**config.mk**
```make
export PLATFORM = sky130hd
export DESIGN_NAME = bus_arbiter
export DESIGN_NICKNAME = d
export VERILOG_FILES = /design/src/rtl/bus_arbiter.sv
export SDC_FILE = /design/constraint.sdc
export NUM_CORES = 1
export LEC_CHECK = 0
export ABC_AREA = 0
export CORE_MARGIN = 5
export CORE_UTILIZATION = 27
export CTS_CLUSTER_SIZE = 10
export DETAILED_ROUTE_END_ITERATION = 8
export HOLD_SLACK_MARGIN = 0.15
export PLACE_DENSITY_LB_ADDON = 0.15
export SLEW_MARGIN = 25
export SYNTH_ARGS = -nofsm -noshare
export SYNTH_HDL_FRONTEND = slang
export SYNTH_SLANG_ARGS = --single-unit
```
**constraint.sdc**
```tcl
create_clock -name clk -period 1.6 [get_ports clk]
set_input_delay 0.16 -clock clk [delete_from_list [all_inputs] [get_ports clk]]
set_output_delay 0.16 -clock clk [all_outputs]
set_load 0.01 [all_outputs]
```
**src/rtl/bus_arbiter.sv**
```systemverilog
// Two-master system bus arbiter: picks M0 (fetch) or M1 (load/store), decodes the
// SoC address map and runs one slave transaction at a time with a timeout.
module bus_arbiter #(
  parameter int unsigned TIMEOUT = 16,
  parameter bit          RR_EN   = 1'b1
) (
  input  logic        clk,
  input  logic        rst,
  input  logic        m0_req,
  input  logic [31:0] m0_addr,
  output logic        m0_gnt,
  output logic        m0_rvalid,
  output logic [31:0] m0_rdata,
  output logic        m0_err,
  input  logic        m1_req,
  input  logic [31:0] m1_addr,
  input  logic        m1_we,
  input  logic [3:0]  m1_be,
  input  logic [31:0] m1_wdata,
  output logic        m1_gnt,
  output logic        m1_rvalid,
  output logic [31:0] m1_rdata,
  output logic        m1_err,
  output logic        s_req,
  output logic [3:0]  s_sel,
  output logic [31:0] s_addr,
  output logic        s_we,
  output logic [3:0]  s_be,
  output logic [31:0] s_wdata,
  input  logic        s_ack,
  input  logic [31:0] s_rdata
);

  typedef enum logic [1:0] {IDLE = 2'd0, BUSY = 2'd1, RESP = 2'd2} state_e;

  localparam logic [7:0] CNT_LAST = 8'(TIMEOUT - 1);

  state_e      state_q, state_d;
  logic        owner_q, owner_d;
  logic        last_q, last_d;
  logic [31:0] addr_q, addr_d;
  logic        we_q, we_d;
  logic [3:0]  be_q, be_d;
  logic [31:0] wdata_q, wdata_d;
  logic [3:0]  sel_q, sel_d;
  logic [7:0]  cnt_q, cnt_d;
  logic [31:0] rdata_q, rdata_d;
  logic        err_q, err_d;

  logic        win_m1;
  logic [31:0] cap_addr;
  logic        cap_we;
  logic [3:0]  cap_be;
  logic [31:0] cap_wdata;
  logic [3:0]  cap_sel;

  function automatic logic [3:0] addr_decode(input logic [31:0] addr);
    logic [3:0] sel;
    sel = 4'b0000;
    if (addr[31:14] == 18'h0) begin
      sel = 4'b0001;
    end else if ((addr[31:15] == 17'h0) && addr[14] && (addr[13:12] != 2'b11)) begin
      sel = 4'b0010;
    end else if (addr[31:4] == 28'h800_0000) begin
      sel = 4'b0100;
    end else if (addr[31:4] == 28'h800_0001) begin
      sel = 4'b1000;
    end else begin
      sel = 4'b0000;
    end
    return sel;
  endfunction

  // Arbitration, capture and next-state logic
  always_comb begin
    state_d = state_q;
    owner_d = owner_q;
    last_d  = last_q;
    addr_d  = addr_q;
    we_d    = we_q;
    be_d    = be_q;
    wdata_d = wdata_q;
    sel_d   = sel_q;
    cnt_d   = cnt_q;
    rdata_d = rdata_q;
    err_d   = err_q;
    m0_gnt  = 1'b0;
    m1_gnt  = 1'b0;

    // last_q = 1 means M1 was granted last, so M0 wins the next contention
    if (m0_req && m1_req) begin
      win_m1 = RR_EN ? ~last_q : 1'b1;
    end else begin
      win_m1 = m1_req;
    end

    if (win_m1) begin
      cap_addr  = m1_addr;
      cap_we    = m1_we;
      cap_be    = m1_be;
      cap_wdata = m1_wdata;
    end else begin
      cap_addr  = m0_addr;
      cap_we    = 1'b0;
      cap_be    = 4'hF;
      cap_wdata = 32'h0;
    end
    cap_sel = addr_decode(cap_addr);

    case (state_q)
      IDLE: begin
        if ((m0_req || m1_req) && !rst) begin
          m0_gnt  = ~win_m1;
          m1_gnt  = win_m1;
          owner_d = win_m1;
          last_d  = win_m1;
          addr_d  = cap_addr;
          we_d    = cap_we;
          be_d    = cap_be;
          wdata_d = cap_wdata;
          sel_d   = cap_sel;
          cnt_d   = 8'd0;
          rdata_d = 32'h0;
          if ((cap_sel == 4'b0000) || (cap_sel[0] && cap_we)) begin
            err_d   = 1'b1;
            state_d = RESP;
          end else begin
            err_d   = 1'b0;
            state_d = BUSY;
          end
        end else begin
          state_d = IDLE;
        end
      end
      BUSY: begin
        // An ack in the final allowed cycle takes precedence over the timeout
        if (s_ack) begin
          rdata_d = we_q ? 32'h0 : s_rdata;
          err_d   = 1'b0;
          state_d = RESP;
        end else if (cnt_q >= CNT_LAST) begin
          rdata_d = 32'h0;
          err_d   = 1'b1;
          state_d = RESP;
        end else begin
          cnt_d = cnt_q + 8'd1;
        end
      end
      RESP: begin
        state_d = IDLE;
      end
      default: begin
        state_d = IDLE;
      end
    endcase
  end

  // State and capture registers
  always_ff @(posedge clk) begin
    if (rst) begin
      state_q <= IDLE;
      owner_q <= 1'b0;
      last_q  <= 1'b1;
      addr_q  <= 32'h0;
      we_q    <= 1'b0;
      be_q    <= 4'h0;
      wdata_q <= 32'h0;
      sel_q   <= 4'h0;
      cnt_q   <= 8'd0;
      rdata_q <= 32'h0;
      err_q   <= 1'b0;
    end else begin
      state_q <= state_d;
      owner_q <= owner_d;
      last_q  <= last_d;
      addr_q  <= addr_d;
      we_q    <= we_d;
      be_q    <= be_d;
      wdata_q <= wdata_d;
      sel_q   <= sel_d;
      cnt_q   <= cnt_d;
      rdata_q <= rdata_d;
      err_q   <= err_d;
    end
  end

  assign s_req     = (state_q == BUSY);
  assign s_sel     = s_req ? sel_q   : 4'h0;
  assign s_addr    = s_req ? addr_q  : 32'h0;
  assign s_we      = s_req ? we_q    : 1'b0;
  assign s_be      = s_req ? be_q    : 4'h0;
  assign s_wdata   = s_req ? wdata_q : 32'h0;

  assign m0_rvalid = (state_q == RESP) && !owner_q;
  assign m1_rvalid = (state_q == RESP) && owner_q;
  assign m0_rdata  = m0_rvalid ? rdata_q : 32'h0;
  assign m1_rdata  = m1_rvalid ? rdata_q : 32'h0;
  assign m0_err    = m0_rvalid ? err_q : 1'b0;
  assign m1_err    = m1_rvalid ? err_q : 1'b0;

endmodule

```
==> results of run 1 <==
-- flip-flops by register name, indices dropped and copies added (netlist names) --
register  cells
addr_q       32
be_q          4
cnt_q         8
err_q         1
last_q        1
owner_q       1
rdata_q      32
sel_q         4
state_q       2
wdata_q      32
we_q          1
-- worst register-to-register path: cells and delay by family (launching register included) --
family / cells / cell delay, ns
buffers and inverters: 5 / 0.75
DFF: 1 / 0.36
AOI/OAI and AO/OA: 2 / 0.37
and+or+nand+nor: 2 / 0.23
-- cells in the mapped netlist, types with 3 or more instances --
master    instances  area, um2
and2_1          144        901
dfxtp_1         118       2360
nor2_1           58        218
o21ai_0          34        170
a22o_1           32        280
a22oi_1          32        240
clkbuf_1         32        120
nand3b_1         32        240
mux2i_1          27        270
nand2_1          21       78.8
buf_2            13       65.1
nand3_1          10       50.1
nand4_1           6       37.5
nor4_1            6       37.5
buf_6             5       56.3
a311oi_1          4       35.0
inv_1             4       15.0
a21oi_1           3       15.0
nor3_1            3       15.0
-- report_power, final --
| part | total [mW] | internal (mW) | switching [mW] |
|---|---|---|---|
| Combinational | 1.23 | 0.722 | 0.503 |
| Clock | 3.96 | 2.53 | 1.43 |
| Sequential | 3.18 | 3.09 | 0.0856 |
| Total | 8.36 | 6.34 | 2.02 |
-- timing repair --
item / 4_1_cts / 5_1_grt
setup buffers: 21 / 24
resized for setup: 668 / 284
pin swaps: 52 / 80
endpoints found under the setup margin: 226 / 255
hold buffers: 0 / 0
cloned: 11 / 17
-- how the worst max path moves through the flow --
stage,from,end,slack [ns],cells after the start
after detailed placement,m0_addr[24],err_q,-0.56,7
after global placement,m0_addr[24],err_q,-0.52,7
final,state_q[1],m1_gnt,-0.27,4
after CTS,state_q[1],m0_rdata[20],-0.31,8
after global routing,state_q[1],s_wdata[23],-0.32,8
after floorplan,state_q[1],wdata_q[23],0.05,6
-- cell families after synthesis --
logic type / synth area share
simple gates: 0.312
flops: 0.429
mux: 0.0490
compound gates: 0.159
fa+ha+maj: 0.00227
xor+xnor: 0.00318
buf+inv: 0.0465
-- per-stage QoR --
| stage | utilization | power (mW) | cell area [um2] | hold slack, ns |
|---|---|---|---|---|
| 2_1_floorplan | - | 3.61 | 5510 | 0.283 |
| 3_3_place_gp | 0.442 | 4.17 | 8920 | 0.435 |
| 3_5_place_dp | 0.442 | 4.18 | 8920 | 0.446 |
| 4_1_cts | 0.488 | 8.28 | 9850 | 0.244 |
| 5_1_grt | 0.547 | 8.72 | 11000 | 0.233 |
| 6_report | 0.547 | 8.36 | 11000 | 0.222 |
-- final cells by class --
class | count | area, um2 | area share
Sequential cell | 118 | 2370 | 0.214
Clock inverter | 12 | 153 | 0.0138
Timing Repair Buffer | 395 | 4300 | 0.389
Clock buffer | 20 | 457 | 0.0414
Multi-Input combinational cell | 448 | 3410 | 0.309
Tap cell | 270 | 338 | 0.0306
Inverter | 4 | 15.0 | 0.00136
-- layer usage --
layer,vias up,global-route usage,routed length [um]
met1,2811,0.212,9500
li1,2893,-,-
met2,221,0.291,11500
met5,-,0,0
met4,0,0.0513,415
met3,25,0.0735,1920
==> flow_summary.ini, run 1 <==
[timing]
hold_viol_final = 0
worst_pin_slew_ns = 0.779
layout_min_cycle_time_ns = 1.87
relSlewSlack = 0.480
setup_viol = 216
tns_ns = -29.15
fin_crit_sh = 1.17
slew_viol_final = 0
rsz0062_at_grt = true
fin_skew_ns = 0.00901
layout_setup_ws_ns = -0.266
max_freq_mhz = 536

[yosys]
ys_seq_area_frac = 0.429
postSynth.asyncResetShare = 0
avgSynthCellArea_um2 = 8.89
synth_nets = 759
synthDistinctLibCells = 46
synth_area_um2 = 5510
synth_edf_count = 0
ys_seq_elements = 118
ys.flop_type = dfxtp_1
synthCells = 620
synth_warnings = 0

[worst_hold_path]
hold_path_class = input pin to flip-flop
hold_path_end = sel_q[1]
holdPathStages = 5
worstHoldStart = rst

[outcome]
status = complete, but fails checks
violations = setup timing

[routing]
drtIter0Drc = 188
postRouteAntennaNets = 0
drc = 0
via_count = 5950
drtPass1Iterations = 5
viasPerCell = 4.70
routedWlPerCell_um = 18.4
wirelength_um = 23300

[finish]
n_fill_cell = 1860
final_nets = 1123
final_layout_size_suffix_gt1_frac = 0.452
syn_to_final_growth_pct = 100
final_common_cell = buf_6
antenna_cells = 0
final_cell_mix = buf_6, clkdlybuf4s50_1, dfxtp_1
final_cells = 1267

[placed_design]
hpwl_um = 14300
port_buffers = 281
place_inst = 1174
place_worst_setup_slack_ns = -0.564
place.gp.congestion = 0.766

[run]
max-cap-violations = 0

[die]
start_util = 0.273
die_w_um = 153
rows = 52
die_h_um = 153
core_area_um2 = 20200
die-area_um2 = 23400
pin_count = 282

[worst_setup_path]
arrival_ns = 1.71
worstSetupPathType = flip-flop to output pin
r2r-end = rdata_q[30]
r2r_cells = 9
path_cells = or2_1 > or3_4 > nor2_8 > buf_6
crit_fanout = 6
crit_buf_inv = 1
end_kind = output pin
cp-start-kind = flip-flop
cp.required_ns = 1.44
r2r_slack_ns = -0.17
critPathTopFamily = simple AND/OR/NAND/NOR gates
cp_slowest_cell = or3_4
max_stage_delay_ns = 0.48
rr_startpoint = state_q[0]

[cts]
clk_latency_ns = 0.42
cts_max_level = 4
cts_tree = yes
cts_made_buffers = 17
clock_sinks = 118
cts_root_buf = clkbuf_16
cts_max_path_buffers = 2
clk_pin_slew_ns = 0.05

[power]
p_leak_nw = 4.77
ir_worst_vdd_v = 0.000720
powerDensity_nw_per_um2 = 757

[global_routing]
grt_pass1_vias = 5783
grt_usage = 0.177
antenna_found_initial = 0
grt.overflow.total = 0
grt_first_pass_wirelength_um = 32900
grt_start_max_net_pins = 74
No activity file was read; power rests on OpenSTA's default activity.
==> inputs of run 2 (changes only) <==
--- a/config.mk
+++ b/config.mk
@@ -8,6 +8,7 @@
 export ABC_AREA = 0
 export CORE_MARGIN = 5
 export CORE_UTILIZATION = 27
+export CTS_CLUSTER_DIAMETER = 50
 export CTS_CLUSTER_SIZE = 10
 export DETAILED_ROUTE_END_ITERATION = 8
 export HOLD_SLACK_MARGIN = 0.15
==> constraint.sdc (replaced) <==
create_clock -name clk -period 1.8 [get_ports clk]
set_input_delay 0.18 -clock clk [delete_from_list [all_inputs] [get_ports clk]]
set_output_delay 0.18 -clock clk [all_outputs]
set_load 0.01 [all_outputs]
==> run 2 against run 1 <==
The flow still finishes with violations (setup timing). Global-route usage is 0.087 points lower. Combinational power is 21% lower. Clock power decreased by 14%. Wire length is 3.8% lower. Power decreased by 14%. Clock skew up 0.0024 ns. First-iteration DRC count is 3.7% higher. Die area unchanged. Cell count decreased by 2.1%. Non-clock buffer count shrank 23. Critical path depth rose by 4. Via count fell by 3.3%.
==> flow_summary.ini, run 2 (same netlist as run 1, synthesis figures left out) <==
[timing]
setup_viol = 60
worst_pin_slew_ns = 0.769
hold_viol_final = 0
fin_crit_sh = 1.06
layout_setup_ws_ns = -0.115
relSlewSlack = 0.487
layout_min_cycle_time_ns = 1.92
rsz0062_at_grt = true
hold_slack_ns = 0.218
max_freq_mhz = 522
slew_viol_final = 0
fin_skew_ns = 0.0114

[worst_setup_path]
cp.required_ns = 1.62
cp-start-kind = flip-flop
worstSetupPathType = flip-flop to output pin
crit_fanout = 8
arrival_ns = 1.74
end_kind = output pin

[finish]
syn_to_final_growth_pct = 87.1
reg_top3 = addr_q x32, rdata_q x32, wdata_q x32
final_layout_size_suffix_gt1_frac = 0.388
final_cells = 1241
final_common_cell = clkdlybuf4s50_1
final_cell_mix = clkdlybuf4s50_1, dfxtp_1, buf_6
final_nets = 1100
post-route-util = 0.511
antenna_cells = 0

[cts]
clk_latency_ns = 0.41
cts_tree = yes
cts_made_buffers = 17
clock_sinks = 118
cts_max_level = 4
cts_max_path_buffers = 2
cts_root_buf = clkbuf_16
clk_pin_slew_ns = 0.05

[die]
start_util = 0.273
pin_count = 282
die_w_um = 153
rows = 52
core_area_um2 = 20200
die-area_um2 = 23400
die_h_um = 153

[routing]
drc = 0
via_count = 5756
drtPass1Iterations = 4
viasPerCell = 4.64
drtIter0Drc = 195
postRouteAntennaNets = 0
routedWlPerCell_um = 18.1
wirelength_um = 22400

[placed_design]
place_inst = 1167
hpwl_um = 14300
place.gp.congestion = 0.753
port_buffers = 281
place_worst_setup_slack_ns = -0.328

[power]
p_leak_nw = 4.53
powerDensity_nw_per_um2 = 697
ir_worst_vdd_v = 0.000612
power_mw = 7.18

[global_routing]
grt_pass1_vias = 5599
grt.overflow.total = 0
grt_usage = 0.176
grt_first_pass_wirelength_um = 32600
antenna_found_initial = 2
grt_start_max_net_pins = 74

[run]
max-cap-violations = 0

[outcome]
violations = setup timing
status = complete, but fails checks

[worst_hold_path]
hold_path_class = input pin to flip-flop
[run 2: cell count changes in the layout (fill, tap and decap cells not counted), moves of 23 or more]
cell and delta:
buf_6 -60, and2_1 +49, and2_4 -49, buf_2 +46, o21ai_0 +23, o21ai_1 -23
[run 2: power by group]
group          switching (mW)  total, mW  internal [mW]  leakage, nW
Clock                    1.17       3.39           2.22        0.284
Combinational           0.408      0.976          0.569         3.29
Sequential             0.0714       2.82           2.75        0.965
[run 2: stage by stage]
stage | TNS, ns | instance area (um2)
final | -2.08 | 10300
after global placement | -16.08 | 8860
after global routing | -8.25 | 10300
after CTS | -6.49 | 9460
after detailed placement | -16.98 | 8860
after floorplan | 0 | 5510
[run 2: path summary, 6_finish.rpt]
kind	from	to	slack, ns	cells past startpoint
worst min-delay path	rst	sel_q[1]	0.22	5
worst max register to register	state_q[0]	rdata_q[17]	-0.06	9
worst max-delay path	state_q[1]	m0_rdata[17]	-0.12	8
worst min register to register	sel_q[3]	sel_q[3]	0.45	2
[run 2: area by class of cell]
cell class              count  area [um2]
clock inverters             9         129
fillers                  1924        9860
multi-input cells         448        3290
repair buffers            372        3720
flip-flops and latches    118        2370
clock buffers              20         457
inverters                   4        15.0
well taps                 270         338
[run 2: worst max-delay path: stages (launching register included)]
cell     delay [ns]
dfxtp_2        0.32
buf_6          0.12
nor3b_4        0.15
buf_6          0.12
buf_8          0.13
buf_16         0.13
buf_12         0.12
and2_4         0.15
buf_6          0.11
[run 2: timing repair]
| item | 4_1_cts | 5_1_grt |
|---|---|---|
| hold buffers | 0 | 0 |
| endpoints found under the setup margin | 144 | 187 |
| resized for setup | 627 | 184 |
| cloned | 8 | 11 |
| buffers inserted | 19 | 13 |
| pin swaps | 38 | 33 |
[run 2: metal layers]
| layer | share of wire | global-route usage | vias up |
|---|---|---|---|
| li1 | - | - | 2847 |
| met1 | 0.42 | 0.219 | 2677 |
| met2 | 0.48 | 0.283 | 199 |
| met3 | 0.077 | 0.0633 | 31 |
| met4 | 0.021 | 0.0598 | 2 |
| met5 | 0.00049 | 0 | - |
